File: config.mk
export PLATFORM = sky130hd
export DESIGN_NAME = seq_signed_divider
export DESIGN_NICKNAME = d
export VERILOG_FILES = /design/src/rtl/seq_signed_divider.sv
export SDC_FILE = /design/constraint.sdc
export NUM_CORES = 1
export LEC_CHECK = 0
export BUFFER_PORTS_ARGS = -buffer_cell sky130_fd_sc_hd__buf_2
export CAP_MARGIN = 40
export CORE_ASPECT_RATIO = 0.9
export CORE_UTILIZATION = 40
export CTS_CLUSTER_DIAMETER = 60
export DETAILED_ROUTE_END_ITERATION = 6
export GPL_TIMING_DRIVEN = 0
export PLACE_DENSITY = 0.72
export SYNTH_ARGS = -nofsm -noshare
export SYNTH_HDL_FRONTEND = slang
export SYNTH_SLANG_ARGS = --single-unit
File: constraint.sdc
create_clock -name clk -period 8.65 [get_ports clk]
set_input_delay 2.595 -clock clk [delete_from_list [all_inputs] [get_ports clk]]
set_output_delay 2.595 -clock clk [all_outputs]
set_load 0.01 [all_outputs]
File: src/rtl/seq_signed_divider.sv
// Iterative radix-2 restoring signed divider: 2*WIDTH-bit dividend over WIDTH-bit divisor,
// quotient truncated toward zero, remainder carries the dividend's sign, saturating on overflow.
`timescale 1ns/1ps
module seq_signed_divider #(
    parameter int WIDTH = 32
) (
    input  logic               clk,
    input  logic               rst,
    input  logic               start,
    input  logic [2*WIDTH-1:0] dividend,
    input  logic [WIDTH-1:0]   divisor,
    output logic               busy,
    output logic               done,
    output logic [WIDTH-1:0]   quotient,
    output logic [WIDTH-1:0]   remainder,
    output logic               div_by_zero,
    output logic               overflow
);
    localparam int DW = 2 * WIDTH;
    localparam int CW = $clog2(DW);

    typedef enum logic [1:0] {IDLE, CALC, FIX, DONE} state_t;

    state_t           state_q, state_d;
    logic [CW-1:0]    cnt_q, cnt_d;
    // Dividend magnitude shifts out of the top while quotient bits shift in at the bottom.
    logic [DW-1:0]    quo_q, quo_d;
    logic [WIDTH:0]   prem_q, prem_d;
    logic [WIDTH-1:0] dvsr_q, dvsr_d;
    logic             q_neg_q, q_neg_d;
    logic             r_neg_q, r_neg_d;
    logic             busy_q, busy_d;
    logic             done_q, done_d;
    logic             dbz_q, dbz_d;
    logic             ovf_q, ovf_d;
    logic [WIDTH-1:0] quotient_q, quotient_d;
    logic [WIDTH-1:0] remainder_q, remainder_d;

    logic [WIDTH:0]   shifted;
    logic [WIDTH+1:0] diff;
    logic             take;
    logic [WIDTH-1:0] rem_mag;
    logic             q_big;

    always_comb begin
        // NOTE: every signal gets a default first so no path through the case infers a latch.
        state_d     = state_q;
        cnt_d       = cnt_q;
        quo_d       = quo_q;
        prem_d      = prem_q;
        dvsr_d      = dvsr_q;
        q_neg_d     = q_neg_q;
        r_neg_d     = r_neg_q;
        dbz_d       = dbz_q;
        ovf_d       = ovf_q;
        quotient_d  = quotient_q;
        remainder_d = remainder_q;
        busy_d      = (state_q != IDLE);
        done_d      = (state_q == DONE);

        shifted = {prem_q[WIDTH-1:0], quo_q[DW-1]};
        diff    = {1'b0, shifted} - {2'b00, dvsr_q};
        take    = ~diff[WIDTH+1];
        rem_mag = prem_q[WIDTH-1:0];
        // Magnitude limit is 2^(W-1) for a negative result, 2^(W-1)-1 for a positive one.
        q_big   = (quo_q[DW-1:WIDTH] != '0) ||
                  (quo_q[WIDTH-1] && (!q_neg_q || (quo_q[WIDTH-2:0] != '0)));

        case (state_q)
            IDLE: begin
                if (start) begin
                    quo_d   = dividend[DW-1] ? -dividend : dividend;
                    dvsr_d  = divisor[WIDTH-1] ? -divisor : divisor;
                    q_neg_d = dividend[DW-1] ^ divisor[WIDTH-1];
                    r_neg_d = dividend[DW-1];
                    prem_d  = '0;
                    cnt_d   = '0;
                    state_d = CALC;
                end
            end
            CALC: begin
                prem_d = take ? diff[WIDTH:0] : shifted;
                quo_d  = {quo_q[DW-2:0], take};
                cnt_d  = cnt_q + 1'b1;
                if (cnt_q == CW'(DW - 1)) begin
                    cnt_d   = '0;
                    state_d = FIX;
                end
            end
            FIX: begin
                if (dvsr_q == '0) begin
                    // A zero divisor never restores, so the partial remainder ends holding
                    // |dividend|[W-1:0]; re-signing it yields dividend[W-1:0].
                    dbz_d       = 1'b1;
                    ovf_d       = 1'b0;
                    quotient_d  = '1;
                    remainder_d = r_neg_q ? -rem_mag : rem_mag;
                end else if (q_big) begin
                    dbz_d       = 1'b0;
                    ovf_d       = 1'b1;
                    quotient_d  = q_neg_q ? {1'b1, {(WIDTH-1){1'b0}}} : {1'b0, {(WIDTH-1){1'b1}}};
                    remainder_d = '0;
                end else begin
                    dbz_d       = 1'b0;
                    ovf_d       = 1'b0;
                    quotient_d  = q_neg_q ? -quo_q[WIDTH-1:0] : quo_q[WIDTH-1:0];
                    remainder_d = r_neg_q ? -rem_mag : rem_mag;
                end
                state_d = DONE;
            end
            DONE:    state_d = IDLE;
            default: state_d = IDLE;
        endcase
    end

    always_ff @(posedge clk or posedge rst) begin
        if (rst) begin
            state_q     <= IDLE;
            cnt_q       <= '0;
            quo_q       <= '0;
            prem_q      <= '0;
            dvsr_q      <= '0;
            q_neg_q     <= 1'b0;
            r_neg_q     <= 1'b0;
            busy_q      <= 1'b0;
            done_q      <= 1'b0;
            dbz_q       <= 1'b0;
            ovf_q       <= 1'b0;
            quotient_q  <= '0;
            remainder_q <= '0;
        end else begin
            state_q     <= state_d;
            cnt_q       <= cnt_d;
            quo_q       <= quo_d;
            prem_q      <= prem_d;
            dvsr_q      <= dvsr_d;
            q_neg_q     <= q_neg_d;
            r_neg_q     <= r_neg_d;
            busy_q      <= busy_d;
            done_q      <= done_d;
            dbz_q       <= dbz_d;
            ovf_q       <= ovf_d;
            quotient_q  <= quotient_d;
            remainder_q <= remainder_d;
        end
    end

    assign busy        = busy_q;
    assign done        = done_q;
    assign quotient    = quotient_q;
    assign remainder   = remainder_q;
    assign div_by_zero = dbz_q;
    assign overflow    = ovf_q;
endmodule

==> impl_metrics.yaml <==
status:
  outcome: "finished, final reports clean"
setup_path:
  crit_start: "dividend[10]"
  worst_setup_path_start_kind: "primary input"
  r2r_start: "prem_q[18]$_DFFE_PP0P_"
  r2r_end: "prem_q[19]$_DFFE_PP0P_"
  required_ps: 9010
  reg2reg_depth: 11
  r2r_slack_ps: 3700
  endpoint_kind: "flop"
  path_class: "in -> reg"
  arrival_ps: 6300
  cp_max_fo: 5
synthesis:
  ys_ff_latch: 206
  yosysWarnings: 0
  synth_ff_type: "dfrtp_1"
  netlist_area_sq_um: 13500
  synthArstFlopShare_pct: 100
  synthDistinctLibCells: 65
  synth_top_area_share_pct: 38.2
  synthCells: 1580
  synthTopCellsByCount: "o21ai_0, dfrtp_1, nand2_1"
  synth_nets: 1721
  synth_edf_count: 0
  avgSynthCellArea_sq_um: 8.55
  yosysMostFrequentCell: "o21ai_0"
  seq_area_frac_synth_pct: 38.2
  netlist_top_cells_area: "dfrtp_1, xor2_1, o21ai_0"
  yosysTopAreaCell: "dfrtp_1"
global_route:
  antenna_found_initial: 1
  grt_max_degree: 113
  grt_usage_pct: 22.8
  grt_overflow: 0
  grt_pass1_vias: 12000
  grt_pass1_wl_um: 64100
cells_and_area:
  nNetsFinal: 1912
  drive_gt1_share_pct: 12.3
  area_growth_pct: 15.8
  num-fill-cells: 3207
die:
  num_rows: 63
  die_area_sq_um: 34500
  die_w_um: 196
  io_pins: 167
  die_h_um: 176
  coreArea_sq_um: 33100
  initial_core_util_pct: 40.8
cts:
  htreeDepth: 1
  clock_latency_ps: 510
  clk_pin_slew_ps: 60
  numCtsBuffers: 23
  cts_setup_buffers: 0
  clockRootBuffer: "clkbuf_16"
  max-clock-path-buffers: 3
  hold_buffers: 0
  cts_tree: "built"
  cts_resized: 0
  cts_sinks: 206
sta:
  fmax_mhz: 168
  timing.final.crit_period_ps: 5940
  finalSetupTns_ps: 0
  clock_skew_ps: 11.9
  final_max_slew_viol_count: 0
  worst_slew_pin_slew_ps: 974
  fin_crit_sh_pct: 68.6
  finalHoldViolations: 0
  finalSetupViolCount: 0
  rsz0062_at_grt: "false"
  slew_headroom_pct: 34.2
run:
  cap_violations: 0
placement:
  port_buffers: 165
  place.gp.congestion: 0.946
  dp_hpwl_um: 31100
route:
  ant_nets: 0
  via_per_inst: 5.72
  drtIter0Drc: 913
  totalWireLength_um: 39800
  drt-pass1-iter-count: 5
  wl_per_cell_um: 18.0
  post-route-drc-count: 0
  dr_total_vias: 12600
min_path:
  whs_endpoint: "quotient[8]$_DFFE_PP0P_"
  worstHoldPathCells: 1
  hp-start: "quotient[8]$_DFFE_PP0P_"
  hp-class: "reg -> reg"
power_and_ir_drop:
  max-vdd-ir-drop_v: 0.000189
  powerDensity_nw_per_um2: 381
  totalPowerFinal_mw: 5.96
  p_leak_nw: 6.76
-- metrics by stage --
step	setup WS (ps)	cells	util [%]	hold slack [ps]	instance area, sq um
CTS	2800	2207	47.2	476	15600
global placement	-1780	2167	44.9	455	14900
global route	2550	2207	47.2	487	15600
floorplan	431	1580	-	453	13500
finish	2710	2208	47.2	470	15600
detailed placement	2290	2168	45.0	462	14900
-- worst max path at each step --
stage,endpoint,slack [ps]
after global placement,quo_q[50]$_DFFE_PP0P_,-1780
after global routing,quo_q[58]$_DFFE_PP0P_,2550
after CTS,quo_q[58]$_DFFE_PP0P_,2800
final,quo_q[58]$_DFFE_PP0P_,2710
after detailed placement,quo_q[58]$_DFFE_PP0P_,2290
after floorplan,busy$_DFF_PP0_,430
-- layout make-up --
cell class                      count  area [sq um]  area share [%]
Tap cell                          422           528            3.38
Clock inverter                     10           130           0.832
Sequential cell                   206          5150            33.0
Buffer                             83           320            2.05
Clock buffer                       29           608            3.89
Inverter                           59           229            1.46
Timing Repair Buffer              166           853            5.46
Antenna cell                        1          2.50          0.0160
Multi-Input combinational cell   1232          7810            49.9
-- kinds of logic (layout without fill, tap and decap cells) --
kind of cell	Yosys count	count (layout)	synth area share (%)
DFF	206	206	38.2
AOI/OAI and AO/OA	518	518	23.9
muxes	33	33	2.46
adders and majority gates	42	42	3.95
and+or+nand+nor	468	468	16.4
xor gates and xnor gates	171	171	11.1
other	0	1	0
buffers and inverters	142	347	4.01
-- per-layer routing --
layer	vias up	global-route usage (%)	part of all wire [%]
met5	-	0	0
met4	0	6.54	2.3
met3	68	2.92	6.2
met2	432	35.2	44
met1	6032	33.5	48
li1	6104	-	-
-- layout by cell type (no fill, tap or decap), drive strengths merged, types with 3 or more instances in the layout --
| master | netlist | layout |
|---|---|---|
| a211oi | 11 | 11 |
| a21o | 10 | 10 |
| a21oi | 92 | 92 |
| a22o | 6 | 6 |
| a31oi | 5 | 5 |
| a32oi | 8 | 8 |
| and2 | 4 | 4 |
| and3 | 4 | 4 |
| buf | 6 | 172 |
| bufinv | 0 | 3 |
| clkbuf | 77 | 106 |
| clkinv | 0 | 5 |
| dfrtp | 206 | 206 |
| ha | 41 | 41 |
| inv | 59 | 59 |
| mux2i | 32 | 32 |
| nand2 | 186 | 186 |
| nand2b | 15 | 15 |
| nand3 | 19 | 19 |
| nand3b | 5 | 5 |
| nand4 | 9 | 9 |
| nor2 | 108 | 108 |
| nor2b | 7 | 7 |
| nor3 | 19 | 19 |
| nor4 | 27 | 27 |
| o21a | 35 | 35 |
| o21ai | 211 | 211 |
| o21bai | 5 | 5 |
| o22ai | 9 | 9 |
| o2bb2ai | 25 | 25 |
| o311ai | 3 | 3 |
| o31a | 5 | 5 |
| o31ai | 50 | 50 |
| o41ai | 26 | 26 |
| or2 | 10 | 10 |
| or3 | 20 | 20 |
| or3b | 3 | 3 |
| or4 | 28 | 28 |
| xnor2 | 39 | 39 |
| xor2 | 132 | 132 |
-- worst max-delay path: stages --
cell and delay, ps:
buf_2 120, or4_1 610, nor4_1 620, nand2b_1 230, or4_1 560, or3_1 440, o41ai_1 530, and2_1 220
xor2_1 270, o31ai_1 100
-- state kept, by name, summed over array words and instances, names as in the netlist, 2 cells and up --
name / count
quo_q: 64
remainder: 32
prem_q: 32
dvsr_q: 32
state_q: 2
cnt_q: 6
quotient: 32
-- where the power goes --
part / switching [mW] / internal, mW / total, mW
clock network: 0.390 / 0.585 / 0.974
logic: 1.93 / 1.26 / 3.20
registers: 0.442 / 1.35 / 1.80
total: 2.76 / 3.20 / 5.96
(Power assumes the default switching activity.)
